**config.mk**
```make
export PLATFORM = sky130hd
export DESIGN_NAME = guess_round_ctrl
export DESIGN_NICKNAME = d
export VERILOG_FILES = /design/src/rtl/guess_round_ctrl.sv
export SDC_FILE = /design/constraint.sdc
export NUM_CORES = 1
export LEC_CHECK = 0
export BUFFER_PORTS_ARGS = -buffer_cell sky130_fd_sc_hd__buf_4
export CAP_MARGIN = 20
export CORE_UTILIZATION = 34
export CTS_BUF_LIST = sky130_fd_sc_hd__clkbuf_4
export CTS_CLUSTER_SIZE = 40
export DETAILED_ROUTE_END_ITERATION = 10
export GPL_ROUTABILITY_DRIVEN = 0
export SLEW_MARGIN = 10
export SYNTH_ARGS = -nofsm -noshare
export SYNTH_HDL_FRONTEND = slang
export SYNTH_SLANG_ARGS = --single-unit
```
**constraint.sdc**
```tcl
create_clock -name clk -period 6.15 [get_ports clk]
set_input_delay 1.23 -clock clk [delete_from_list [all_inputs] [get_ports clk]]
set_output_delay 1.23 -clock clk [all_outputs]
set_load 0.01 [all_outputs]
```
**src/rtl/guess_round_ctrl.sv**
```systemverilog
// Purpose: round/guess/timer control for the number-guessing game; hints, counters and win/lose status.
// Latency: a confirmed guess updates hint/guesses_left/invalid_guess one cycle later; start/confirm enter LOAD next cycle.
// Backpressure: none; start and guess_valid are single-cycle pulses, ignored in states that cannot use them.
module guess_round_ctrl #(
  parameter int MAX_DIGITS = 3,
  parameter int NUM_ROUNDS = 3,
  parameter int MAX_WRONG  = 5,
  parameter int ROUND_TIME = 99,
  parameter int TIME_W     = 7,
  parameter int TICK_DIV   = 50000000,
  localparam int BUS_W     = 4 * MAX_DIGITS,
  localparam int GL_W      = $clog2(MAX_WRONG + 1),
  localparam int RND_W     = $clog2(NUM_ROUNDS + 1),
  localparam int AD_W      = $clog2(MAX_DIGITS + 1),
  localparam int PS_W      = $clog2(TICK_DIV)
) (
  input  logic              clk,
  input  logic              rst,
  input  logic              start,
  input  logic [BUS_W-1:0]  secret_in,
  input  logic [BUS_W-1:0]  guess_bcd,
  input  logic              guess_valid,
  output logic [1:0]        hint,
  output logic              invalid_guess,
  output logic [GL_W-1:0]   guesses_left,
  output logic [RND_W-1:0]  round,
  output logic [AD_W-1:0]   active_digits,
  output logic [TIME_W-1:0] timer,
  output logic [1:0]        win_lose,
  output logic              round_done
);

  typedef enum logic [2:0] {
    S_IDLE,
    S_LOAD,
    S_PLAY,
    S_ROUND_WIN,
    S_GAME_WIN,
    S_GAME_LOSE
  } state_t;

  localparam logic [1:0] HINT_NONE = 2'b00;
  localparam logic [1:0] HINT_LOW  = 2'b01;
  localparam logic [1:0] HINT_HIGH = 2'b10;
  localparam logic [1:0] HINT_OK   = 2'b11;

  state_t state_q, state_d;

  logic [BUS_W-1:0]  secret_q;
  logic [BUS_W-1:0]  secret_clean;
  logic [BUS_W-1:0]  guess_masked;
  logic [1:0]        hint_q;
  logic              invalid_q;
  logic [GL_W-1:0]   guesses_left_q;
  logic [RND_W-1:0]  round_q;
  logic [AD_W-1:0]   active_d;
  logic [TIME_W-1:0] timer_q;
  logic [PS_W-1:0]   presc_q;

  logic guess_bad;
  logic guess_eq;
  logic guess_lt;
  logic guess_ok;
  logic tick_wrap;
  logic time_up;
  logic last_wrong;
  logic round_last;

  // Digits in play follow the round number directly, saturating at the bus width.
  always_comb begin
    if (int'(round_q) > MAX_DIGITS) begin
      active_d = AD_W'(MAX_DIGITS);
    end else begin
      active_d = AD_W'(round_q);
    end
  end

  // Mask inactive digits on both buses, flag bad guess digits and clamp bad secret digits to 9.
  always_comb begin
    secret_clean = '0;
    guess_masked = '0;
    guess_bad    = 1'b0;
    for (int i = 0; i < MAX_DIGITS; i++) begin
      if (i < int'(active_d)) begin
        guess_masked[4*i +: 4] = guess_bcd[4*i +: 4];
        if (guess_bcd[4*i +: 4] > 4'd9) begin
          guess_bad = 1'b1;
        end
        secret_clean[4*i +: 4] = (secret_in[4*i +: 4] > 4'd9) ? 4'd9 : secret_in[4*i +: 4];
      end
    end
  end

  // Packed BCD with zeroed upper digits orders the same as the numbers it encodes.
  assign guess_eq   = (guess_masked == secret_q);
  assign guess_lt   = (guess_masked < secret_q);
  assign guess_ok   = guess_valid && !guess_bad;
  assign tick_wrap  = (presc_q == PS_W'(TICK_DIV - 1));
  assign time_up    = tick_wrap && (timer_q <= TIME_W'(1));
  assign last_wrong = (guesses_left_q <= GL_W'(1));
  assign round_last = (round_q == RND_W'(NUM_ROUNDS));

  // State register.
  always_ff @(posedge clk) begin
    if (rst) begin
      state_q <= S_IDLE;
    end else begin
      state_q <= state_d;
    end
  end

  // Next-state logic; a correct guess beats a simultaneous timer expiry.
  always_comb begin
    state_d = state_q;
    case (state_q)
      S_IDLE: begin
        if (start) state_d = S_LOAD;
      end
      S_LOAD: begin
        state_d = S_PLAY;
      end
      S_PLAY: begin
        if (guess_ok && guess_eq) begin
          state_d = round_last ? S_GAME_WIN : S_ROUND_WIN;
        end else if ((guess_ok && last_wrong) || time_up) begin
          state_d = S_GAME_LOSE;
        end
      end
      S_ROUND_WIN: begin
        if (guess_valid) state_d = S_LOAD;
      end
      S_GAME_WIN, S_GAME_LOSE: begin
        if (start) state_d = S_LOAD;
      end
      default: begin
        state_d = S_IDLE;
      end
    endcase
  end

  // Status outputs decoded from the state.
  always_comb begin
    win_lose   = 2'b00;
    round_done = 1'b0;
    case (state_q)
      S_ROUND_WIN: round_done = 1'b1;
      S_GAME_WIN:  win_lose   = 2'b01;
      S_GAME_LOSE: win_lose   = 2'b10;
      default: begin
        win_lose   = 2'b00;
        round_done = 1'b0;
      end
    endcase
  end

  // Round datapath: secret latch, guess scoring, guess budget and the prescaled round timer.
  always_ff @(posedge clk) begin
    if (rst) begin
      secret_q       <= '0;
      hint_q         <= HINT_NONE;
      invalid_q      <= 1'b0;
      guesses_left_q <= '0;
      round_q        <= '0;
      timer_q        <= '0;
      presc_q        <= '0;
    end else begin
      invalid_q <= 1'b0;
      case (state_q)
        S_IDLE: begin
          if (start) round_q <= RND_W'(1);
        end
        S_LOAD: begin
          secret_q       <= secret_clean;
          guesses_left_q <= GL_W'(MAX_WRONG);
          timer_q        <= TIME_W'(ROUND_TIME);
          hint_q         <= HINT_NONE;
          presc_q        <= '0;
        end
        S_PLAY: begin
          if (tick_wrap) begin
            presc_q <= '0;
            if (timer_q != '0) timer_q <= timer_q - TIME_W'(1);
          end else begin
            presc_q <= presc_q + PS_W'(1);
          end
          if (guess_valid) begin
            if (guess_bad) begin
              invalid_q <= 1'b1;
            end else if (guess_eq) begin
              hint_q <= HINT_OK;
            end else begin
              hint_q <= guess_lt ? HINT_LOW : HINT_HIGH;
              if (guesses_left_q != '0) guesses_left_q <= guesses_left_q - GL_W'(1);
            end
          end
        end
        S_ROUND_WIN: begin
          if (guess_valid) round_q <= round_q + RND_W'(1);
        end
        S_GAME_WIN, S_GAME_LOSE: begin
          if (start) round_q <= RND_W'(1);
        end
        default: begin
          round_q <= '0;
        end
      endcase
    end
  end

  assign hint          = hint_q;
  assign invalid_guess = invalid_q;
  assign guesses_left  = guesses_left_q;
  assign round         = round_q;
  assign active_digits = active_d;
  assign timer         = timer_q;

endmodule

```
# Word-level counts from Yosys, hierarchy flattened
# Cells that the tools add are included.
dict set report classes {
  addsub 4
  magnitude_cmp 12
  eq_ne 17
  muxes 42
  bitwise 3
  n_reduce_logical 18
}
# cell count
set op_table {}
lappend op_table {{26-bit case mux with 2 select lines} 1}
lappend op_table {{4-bit two-way mux} 9}
lappend op_table {{3-bit two-way mux} 9}
lappend op_table {{26-bit by 1-bit adder with 26-bit output (second input constant)} 1}
lappend op_table {{26-bit equality test (second input constant)} 1}
lappend op_table {{26-bit two-way mux} 1}
lappend op_table {{4-bit greater-than comparator (second input constant)} 6}
lappend op_table {{7-bit two-way mux} 2}
lappend op_table {{2-bit inequality test (second input constant)} 7}
lappend op_table {{7-bit case mux with 2 select lines} 1}
lappend op_table {{12-bit equality test} 1}
lappend op_table {{12-bit < comparator} 1}
lappend op_table {{2-bit two-way mux} 6}
lappend op_table {{3-bit case mux with 4 select lines} 1}
lappend op_table {{3-bit AND reduction} 4}
lappend op_table {{1-bit two-way mux} 8}
lappend op_table {{2-bit case mux with 2 select lines} 2}
lappend op_table {{7-bit by 1-bit less-or-equal comparator with 1-bit output (second input constant)} 1}
lappend op_table {{7-bit nonzero test} 1}
lappend op_table {{7-bit by 1-bit subtractor with 7-bit output (second input constant)} 1}
lappend op_table {{3-bit by 2-bit equality test with 1-bit output (second input constant)} 2}
lappend op_table {{3-bit equality test (second input constant)} 2}
lappend op_table {{2-bit case mux with 3 select lines} 1}
lappend op_table {{3-bit case mux with 2 select lines} 1}
lappend op_table {{19 further kinds} 26}
dict set report word_totals {
  reg_bits 56
  input_bits 28
  out_inout_bits 20
  elab_cells 104
}

# Longest topological paths before layout
# Gate-level depths: netlist of run 1.
dict set report depth {
  depth_word 14
  ltp_mapped 10
  depth_no_buf 10
}

# Least setup slack after synthesis of run 1
# No wires, ideal clock.
dict set report synth_timing {
  kind {in2reg}
  from {in guess_bcd[7]}
  to {reg state_q[1]}
  setup_time_ps 91
  arrival_ps 2777
  required_time_ps 6059
  path_slack_ps 3282
  path_stages 7
  n_path_buf 0
  cell_sequence {and2_1 -> ha_1 -> nand4_1 -> nor3_1 -> nand3_1 -> or3_1 -> a311oi_1}
}
dict set report synth_between {
  elab_chain_len 11
  word_cells_on_any_way 16
  cone_classes {1 x order compare; 2 x eq/ne; 7 x mux; 6 x reduce/logical}
}
# item line_no
set synth_rtl {}
lappend synth_rtl {{from (decl)} 21} ;# input logic [BUS_W-1:0] guess_bcd,
lappend synth_rtl {{4-bit greater-than comparator} 86} ;# if (guess_bcd[4*i +: 4] > 4'd9) begin
lappend synth_rtl {{1-bit two-way mux} 86}
lappend synth_rtl {{1-bit two-way mux} 84} ;# if (i < int'(active_d)) begin
lappend synth_rtl {{1-bit two-way mux} 86}
lappend synth_rtl {{1-bit two-way mux} 84}
lappend synth_rtl {{1-bit zero test} 97} ;# assign guess_ok = guess_valid && !guess_bad;
lappend synth_rtl {{1-bit logical AND} 97}
lappend synth_rtl {{1-bit logical AND} 125} ;# end else if ((guess_ok && last_wrong) || time_up) begin
lappend synth_rtl {{1-bit logical OR} 125}
lappend synth_rtl {{3-bit inequality test (no line)} -}
lappend synth_rtl {{3-bit AND reduction (no line)} -}
lappend synth_rtl {{to (signal assigned)} 108} ;# state_q <= state_d;
lappend synth_rtl {{to (decl)} 47} ;# state_t state_q, state_d;
# Several ways; a longest one is shown, not always the timed one.
# A chain may end at the register's enable or synchronous reset.

# Final worst setup path of run 1
dict set report layout_timing {
  from {reg state_q[1]}
  to {reg presc_q[10]}
}
dict set report layout_between {
  elab_chain_len 2
  word_cells_on_any_way 4
  cone_classes {2 x eq/ne; 1 x mux; 1 x reduce/logical}
}
# item line_no
set layout_rtl {}
lappend layout_rtl {{3-bit by 2-bit equality test with 1-bit output / 3-bit by 1-bit equality test with 1-bit output (equally long branches)} 168} ;# case (state_q)
lappend layout_rtl {{26-bit case mux with 2 select lines / 2-bit nonzero test (equally long branches)} -}
lappend layout_rtl {{to (signal assigned)} 184} ;# presc_q <= presc_q + PS_W'(1);
lappend layout_rtl {{to (decl)} 58} ;# logic [PS_W-1:0] presc_q;
# Several ways; a longest one is shown, not always the timed one.

==> summary.md, run 1 <==
| Metric | Value |
|---|---|
| Area Overhead vs Synth | 13.3% |
| TritonRoute pass-1 iters | 4 |
| Clock skew | 0.0207 ns |
| Grt total ovfl | 0 |
| FMAX | 336 MHz |
| Vias in the first global route | 2932 |
| Clk slew on worst S/H paths | 0.17 ns |
| Final worst-path cycle share | 48.4% |
| Rows | 36 |
| Warnings from Yosys | 0 |
| CP delay by family, top | compound AO/OA/AOI/OAI gates |
| Status | finished clean |
| Layout cells sized above 1 | 17.9% |
| Die Ht | 102 um |
| Synth cell types | 62 |
| Initial antenna violation count | 0 |
| Final Hold Viols | 0 |
| Drt wl/cell | 13.6 um |
| I/O Buffers | 47 |
| Final wirelength | 7.93 mm |
| Crit path max fanout | 27 |
| CP arrival | 3.27 ns |
| CTS tree | done |
| IO Pins | 48 |
| Hpwl dp | 5.64 mm |
| Largest net degree at the start of global routing | 57 |
| Final setup TNS | 0 ns |
| FFs w/ async S/R, synth | 0% |
| Number of enable flip-flop cells after synthesis | 0 |
| Starting Density | 35.0% |
| Setup CP Type | register to register |
| Max-Cap Viols | 0 |
| Via density | 5.32 |
| TritonCTS buffer count | 5 |
| Htree depth | 2 |
| Clk sink count | 56 |
| Flop pwr share | 36.4% |
| Internal power | 0.719 mW |
| Slew Viols, Final | 0 |
| Worst Path Required | 6.44 ns |
| CP Capture Type | register |
| Syn nets | 465 |
| Unrepaired setup endpoints after global routing | no |
| Gr usage total | 16.1% |
| Power Density | 339 mW/mm2 |
| CTS max path bufs | 2 |
| DRC | 0 |
| Final Critical Period | 2.98 ns |
| Worst Hold Class | register to register |
| Worst-Margin Slew | 1.01 ns |
| Vias post-DR | 3093 |
| Antenna cells | 0 |
| Net count, final | 496 |
| CTS resizes | 0 |
| Number of fill cells in the layout | 1021 |
| Initial DRC Count | 158 |
| Ordered list of cells on the worst path | nor2b_1 -> nor2b_1 -> o31a_1 -> a41oi_1 -> a311oi_1 |
| Root buffer cell | clkbuf_4 |
| Critical path startpoint category | register |
| Register area share after synthesis | 32.9% |
| Worst-Skew Late Latency | 0.39 ns |
| Cell Area, Synth | 0.00341 mm2 |
| Full die area | 0.0104 mm2 |
| Hold slack | 0.464 ns |
| Clock Power Share | 12.3% |
| Maximum VDD drop | 139 uV |
| Slowest-stage cell, CP | o31a_1 |
| WP buf/inv | 0 |
| Hold-fix buffers at CTS | 0 |
| First-pass GRT wire length | 13.5 mm |
| Chip width | 102 um |
| Final setup vio count | 0 |
| DRT antenna net count | 0 |
| Slew margin rel. | 32.8% |
| Top cell by count, worst path | nor2b_1 |
| Core region area | 0.00973 mm2 |
| Sw frac | 45.0% |
| Max stage delay on crit path | 0.91 ns |
| Avg Cell Area, Syn | 8.17 um2 |
| Syn Inst Count | 417 |
| Yosys reg bits | 56 |
| Switching pwr | 0.588 mW |
| Top FF cell, synth | dfxtp_1 |
| Combinational Power Share | 51.3% |
| P_leak | 1.43 nW |
| Postcts setup bufs | 0 |
==> cells by family (layout without fill, tap and decap cells) <==
family	after synthesis	after routing	share of synthesized area [%]
flops	56	56	32.9
compound gates	118	118	23.4
buf+inv	46	77	6.03
fa+ha+maj	20	20	7.35
simple gates	171	171	28.8
xor+xnor	6	6	1.54
==> state kept, by name, indices dropped and copies added, names as in the netlist <==
signal and count:
hint 2, active_digits 2, state_q 3, timer 7
guesses_left 3, presc_q 26, secret_q 12, invalid_guess 1
==> worst reg2reg max path: stages, from the launching register on <==
cell      delay (ns)
dfxtp_1         0.52
nor2b_1         0.26
nor2b_1         0.63
o31a_1          0.92
a41oi_1         0.24
a311oi_1        0.32
==> final timing paths <==
path / startpoint / endpoint / slack [ns] / cells past startpoint
worst min register to register: secret_q[7] / secret_q[7] / 0.46 / 2
worst max register to register: state_q[1] / presc_q[10] / 3.17 / 5
worst min-delay path: secret_q[7] / secret_q[7] / 0.46 / 2
worst max-delay path: state_q[1] / presc_q[10] / 3.17 / 5
==> cell usage in the layout (no fill, tap or decap), types with 3 or more instances in the layout <==
master	instances
clkbuf_4	5
ha_1	20
nor3b_1	3
nand3_1	18
a21o_1	3
o211a_1	4
a311oi_1	13
a21oi_1	43
nand4_1	7
o31a_1	3
nor2b_1	10
and2_1	12
o211ai_1	4
nor3_2	5
inv_1	22
a211oi_1	6
nand4b_1	3
dfxtp_1	56
nand2_1	34
a31oi_1	5
nor2_1	35
buf_4	48
o21ai_0	13
o21a_1	7
xor2_1	4
or4_1	4
nor3_1	9
and3_1	3
nor4_1	3
a41oi_1	4
==> power by group through the flow <==
stage | combinational, mW | clock, mW | sequential [mW]
global route | 0.756 | 0.184 | 0.485
finish | 0.671 | 0.161 | 0.475
global placement | 0.665 | 0 | 0.482
detailed placement | 0.672 | 0 | 0.484
floorplan | 0.494 | 0 | 0.481
CTS | 0.676 | 0.167 | 0.475
==> cell usage after synthesis (4+ instances only) <==
master     n  area (um2)
o211a_1    4        40.0
a31oi_1    5        31.3
a41oi_1    4        35.0
ha_1      20         250
buf_4      4        30.0
o21ai_0   13        65.1
buf_2      8        40.0
nand3_1   18        90.1
and2_1    12        75.1
clkbuf_1  11        41.3
or4_1      4        30.0
nor2b_1   10        62.6
nand2_1   34         128
nor3_2     5        50.1
inv_1     22        82.6
nand4_1    7        43.8
dfxtp_1   56        1120
a211oi_1   6        45.0
xor2_1     4        35.0
nor2_1    35         131
o21a_1     7        52.6
a311oi_1  13         114
o211ai_1   4        30.0
a21oi_1   43         215
nor3_1     9        45.0
==> metrics by stage <==
stage	utilization, %	power, mW	area [um2]	instances	setup slack (ns)
global route	39.7	1.43	3860	581	2.92
floorplan	-	0.975	3410	417	3.28
detailed placement	39.2	1.16	3810	574	2.90
CTS	39.7	1.32	3860	581	3.16
finish	39.7	1.31	3860	581	3.17
global placement	39.2	1.15	3810	574	2.96
==> per-layer routing <==
| metal | wire (um) | up-vias | track usage [%] |
|---|---|---|---|
| li1 | - | 1586 | - |
| met3 | 240 | 5 | 2.67 |
| met1 | 3900 | 1462 | 20.7 |
| met4 | 59 | 0 | 3.30 |
| met2 | 3730 | 40 | 28.3 |
| met5 | 0 | - | 0 |
==> final cells by class <==
type / instances / area [um2] / share of cell area [%]
clock buffers: 5 / 37.5 / 0.972
flip-flops and latches: 56 / 1120 / 29.0
repair buffers: 48 / 360 / 9.34
clock inverters: 2 / 12.5 / 0.324
well taps: 133 / 166 / 4.31
inverters: 22 / 82.6 / 2.14
multi-input cells: 315 / 2080 / 53.9
(Power assumes the default switching activity.)
==> run 2: changes to the inputs <==
--- a/config.mk
+++ b/config.mk
@@ -5,6 +5,7 @@
 export SDC_FILE = /design/constraint.sdc
 export NUM_CORES = 1
 export LEC_CHECK = 0
+export ABC_AREA = 1
 export BUFFER_PORTS_ARGS = -buffer_cell sky130_fd_sc_hd__buf_4
 export CAP_MARGIN = 20
 export CORE_UTILIZATION = 34
==> constraint.sdc (replaced) <==
create_clock -name clk -period 2.9 [get_ports clk]
set_input_delay 0.58 -clock clk [delete_from_list [all_inputs] [get_ports clk]]
set_output_delay 0.58 -clock clk [all_outputs]
set_load 0.01 [all_outputs]
==> summary.md, run 2 <==
| Metric | Value |
|---|---|
| Number of fill cells in the layout | 1135 (+11%) |
| IO Pins | 48 (unchanged) |
| FMAX | 404 MHz (+20%) |
| Final Critical Period | 2.48 ns (-0.498 ns) |
| Hpwl dp | 6.99 mm (+24%) |
| Slew margin rel. | 71.3% (+38 points) |
| Yosys reg bits | 56 (unchanged) |
| Area Overhead vs Synth | 13.6% |
| Core region area | 0.0105 mm2 (+7.5%) |
| Worst Hold Class | primary input to register |
| Register area share after synthesis | 30.2% (-2.7 points) |
| I/O Buffers | 47 (unchanged) |
| First-pass GRT wire length | 15.7 mm (+16%) |
| CP Capture Type | register |
| Die Ht | 106 um (+4.2%) |
| Top cells by area, synth | dfxtp_1 (30%), nand2_1 (13%), inv_1 (8.1%), ha_1 (6.7%), nand3_1 (6.5%) |
| Postcts setup bufs | 0 (unchanged) |
| Largest net degree at the start of global routing | 33 (-42%) |
| Layout cells sized above 1 | 15.5% (-2.4 points) |
| Avg Cell Area, Syn | 6.55 um2 (-20%) |
| Unrepaired setup endpoints after global routing | no |
| Rows | 37 (+2.8%) |
| Top-count cell post-synth | nand2_1 |
| Synth cell types | 38 (-39%) |
| Drt wl/cell | 12.4 um (-9.4%) |
| P_leak | 1.83 nW (+28%) |
| Worst Path Required | 3.22 ns (-3.22 ns) |
| Clock skew | 0.0256 ns (+0.00491 ns) |
| Initial DRC Count | 200 (+27%) |
| Storage element area | 0.00112 mm2 (unchanged) |
| Slew Viols, Final | 0 (unchanged) |
| Chip width | 106 um (+4.2%) |
| Htree depth | 2 (unchanged) |
| Number of enable flip-flop cells after synthesis | 0 (unchanged) |
| Vias in the first global route | 3433 (+17%) |
| Multi-input gate area | 0.00216 mm2 (+4.0%) |
| FFs w/ async S/R, synth | 0% (unchanged) |
| Most frequent cells in the layout | nand2_1 (133), inv_1 (80), dfxtp_1 (56), nor2_1 (55), buf_4 (49) |
| Final setup TNS | 0 ns (unchanged) |
| Commonest cells in the netlist | nand2_1 (133), inv_1 (80), dfxtp_1 (56) |
| Final wirelength | 9.21 mm (+16%) |
| Final Util | 40.3% (+0.59 points) |
| TritonRoute pass-1 iters | 4 (unchanged) |
| Power Density | 679 mW/mm2 (+100%) |
| Final worst-path cycle share | 85.4% (+37 points) |
| Final Hold Viols | 0 (unchanged) |
| TritonCTS buffer count | 5 (unchanged) |
| Largest Register | presc_q |
| Clk slew on worst S/H paths | 0.17 ns (about the same) |
| Vias post-DR | 3695 (+19%) |
| Commonest non-fill, non-tap cell in the layout | nand2_1 |
| Via density | 4.96 (-6.8%) |
| Yosys top cell by area | dfxtp_1 |
| DRT antenna net count | 0 (unchanged) |
| Hold slack | 0.428 ns (-0.0360 ns) |
| CP arrival | 2.80 ns (-0.47 ns) |
| Hold-fix buffers at CTS | 0 (unchanged) |
| Largest register FFs | 26 (unchanged) |
| DRC | 0 (unchanged) |
| Syn nets | 614 (+32%) |
| Grt total ovfl | 0 (unchanged) |
| Critical path startpoint category | register |
| Gr usage total | 17.0% (+0.87 points) |
| Net count, final | 656 (+32%) |
| Crit path max fanout | 11 (-59%) |
| Root buffer cell | clkbuf_4 |
| Total power | 2.86 mW (+120%) |
| Syn Inst Count | 566 (+36%) |
| Clk sink count | 56 (unchanged) |
| Full die area | 0.0113 mm2 (+8.7%) |
| Synth top area share | 30.2% (-2.7 points) |
| CTS max path bufs | 2 (unchanged) |
| Setup CP Type | register to register |
| Worst-Skew Late Latency | 0.40 ns (about the same) |
| Status | finished clean |
| Warnings from Yosys | 0 (unchanged) |
| Maximum VDD drop | 406 uV (+190%) |
| Final setup vio count | 0 (unchanged) |
| CTS tree | done |
| Cell Area, Synth | 0.00371 mm2 (+8.9%) |
| Initial antenna violation count | 1 (+1) |
| Starting Density | 35.4% (+0.43 points) |
| Top FF cell, synth | dfxtp_1 |
| Max-Cap Viols | 0 (unchanged) |
| Worst-Margin Slew | 0.426 ns (-0.582 ns) |
| CTS resizes | 0 (unchanged) |
-- run 2: cell types whose count changed after synthesis, sizes merged, moves of 10 or more --
cell / delta
inv: +67
nand2: +108
a311oi: -13
nand3: +35
nor2b: -10
and2: -13
nor2: +27
-- run 2: area by class of cell --
| type | instances | share of cell area (%) |
|---|---|---|
| Multi-Input combinational cell | 406 | 51.4 |
| Sequential cell | 56 | 26.6 |
| Timing Repair Buffer | 49 | 8.73 |
| Inverter | 90 | 8.02 |
| Tap cell | 136 | 4.04 |
| Clock buffer | 5 | 0.891 |
| Clock inverter | 2 | 0.297 |
| Antenna cell | 1 | 0.0594 |
-- run 2: critical path, cell delays in order, from the launching register on --
cell and delay [ns]:
dfxtp_1 0.55, inv_1 0.10, ha_1 0.25, inv_1 0.13
nand2_1 0.07, ha_1 0.27, nand2_1 0.05, nor2_1 0.12
nand2_1 0.06, nor2_1 0.18, nand3_1 0.14, o21ai_0 0.24
nand3_1 0.14, nand2_1 0.08, nor2_1 0.04
-- run 2: metal layers --
metal	up-vias	wire [um]	global-route usage [%]
met5	-	0	0
met4	0	128	5.09
met3	12	462	2.33
met2	76	4270	28.3
met1	1691	4340	22.7
li1	1916	-	-
-- run 2: stage by stage --
step | instances | instance area, um2 | setup WS [ns]
2_1_floorplan | 566 | 3710 | 0.759
3_3_place_gp | 737 | 4160 | 0.664
3_5_place_dp | 737 | 4160 | 0.565
4_1_cts | 744 | 4210 | 0.448
5_1_grt | 745 | 4210 | 0.201
6_report | 745 | 4210 | 0.422
-- run 2: kinds of logic after synthesis --
group           Yosys count  synth area share, %
fa+ha+maj                20                 6.75
simple gates            292                 37.0
xor+xnor                  8                 1.89
buf+inv                 104                 11.4
flops                    56                 30.2
compound gates           86                 12.7
-- run 2: final timing paths --
path / start / endpoint / slack, ns / depth (start not counted)
worst min register to register: secret_q[7] / secret_q[7] / 0.48 / 2
worst max-delay path: active_digits[1] / state_q[2] / 0.42 / 14
worst min-delay path: secret_in[11] / secret_q[11] / 0.43 / 3
worst max register to register: active_digits[1] / state_q[2] / 0.42 / 14
-- run 2: power by group --
part,leakage (nW),switching (mW),internal [mW]
Sequential,0.454,0.109,0.870
Clock,0.0271,0.252,0.0891
Combinational,1.35,0.994,0.546
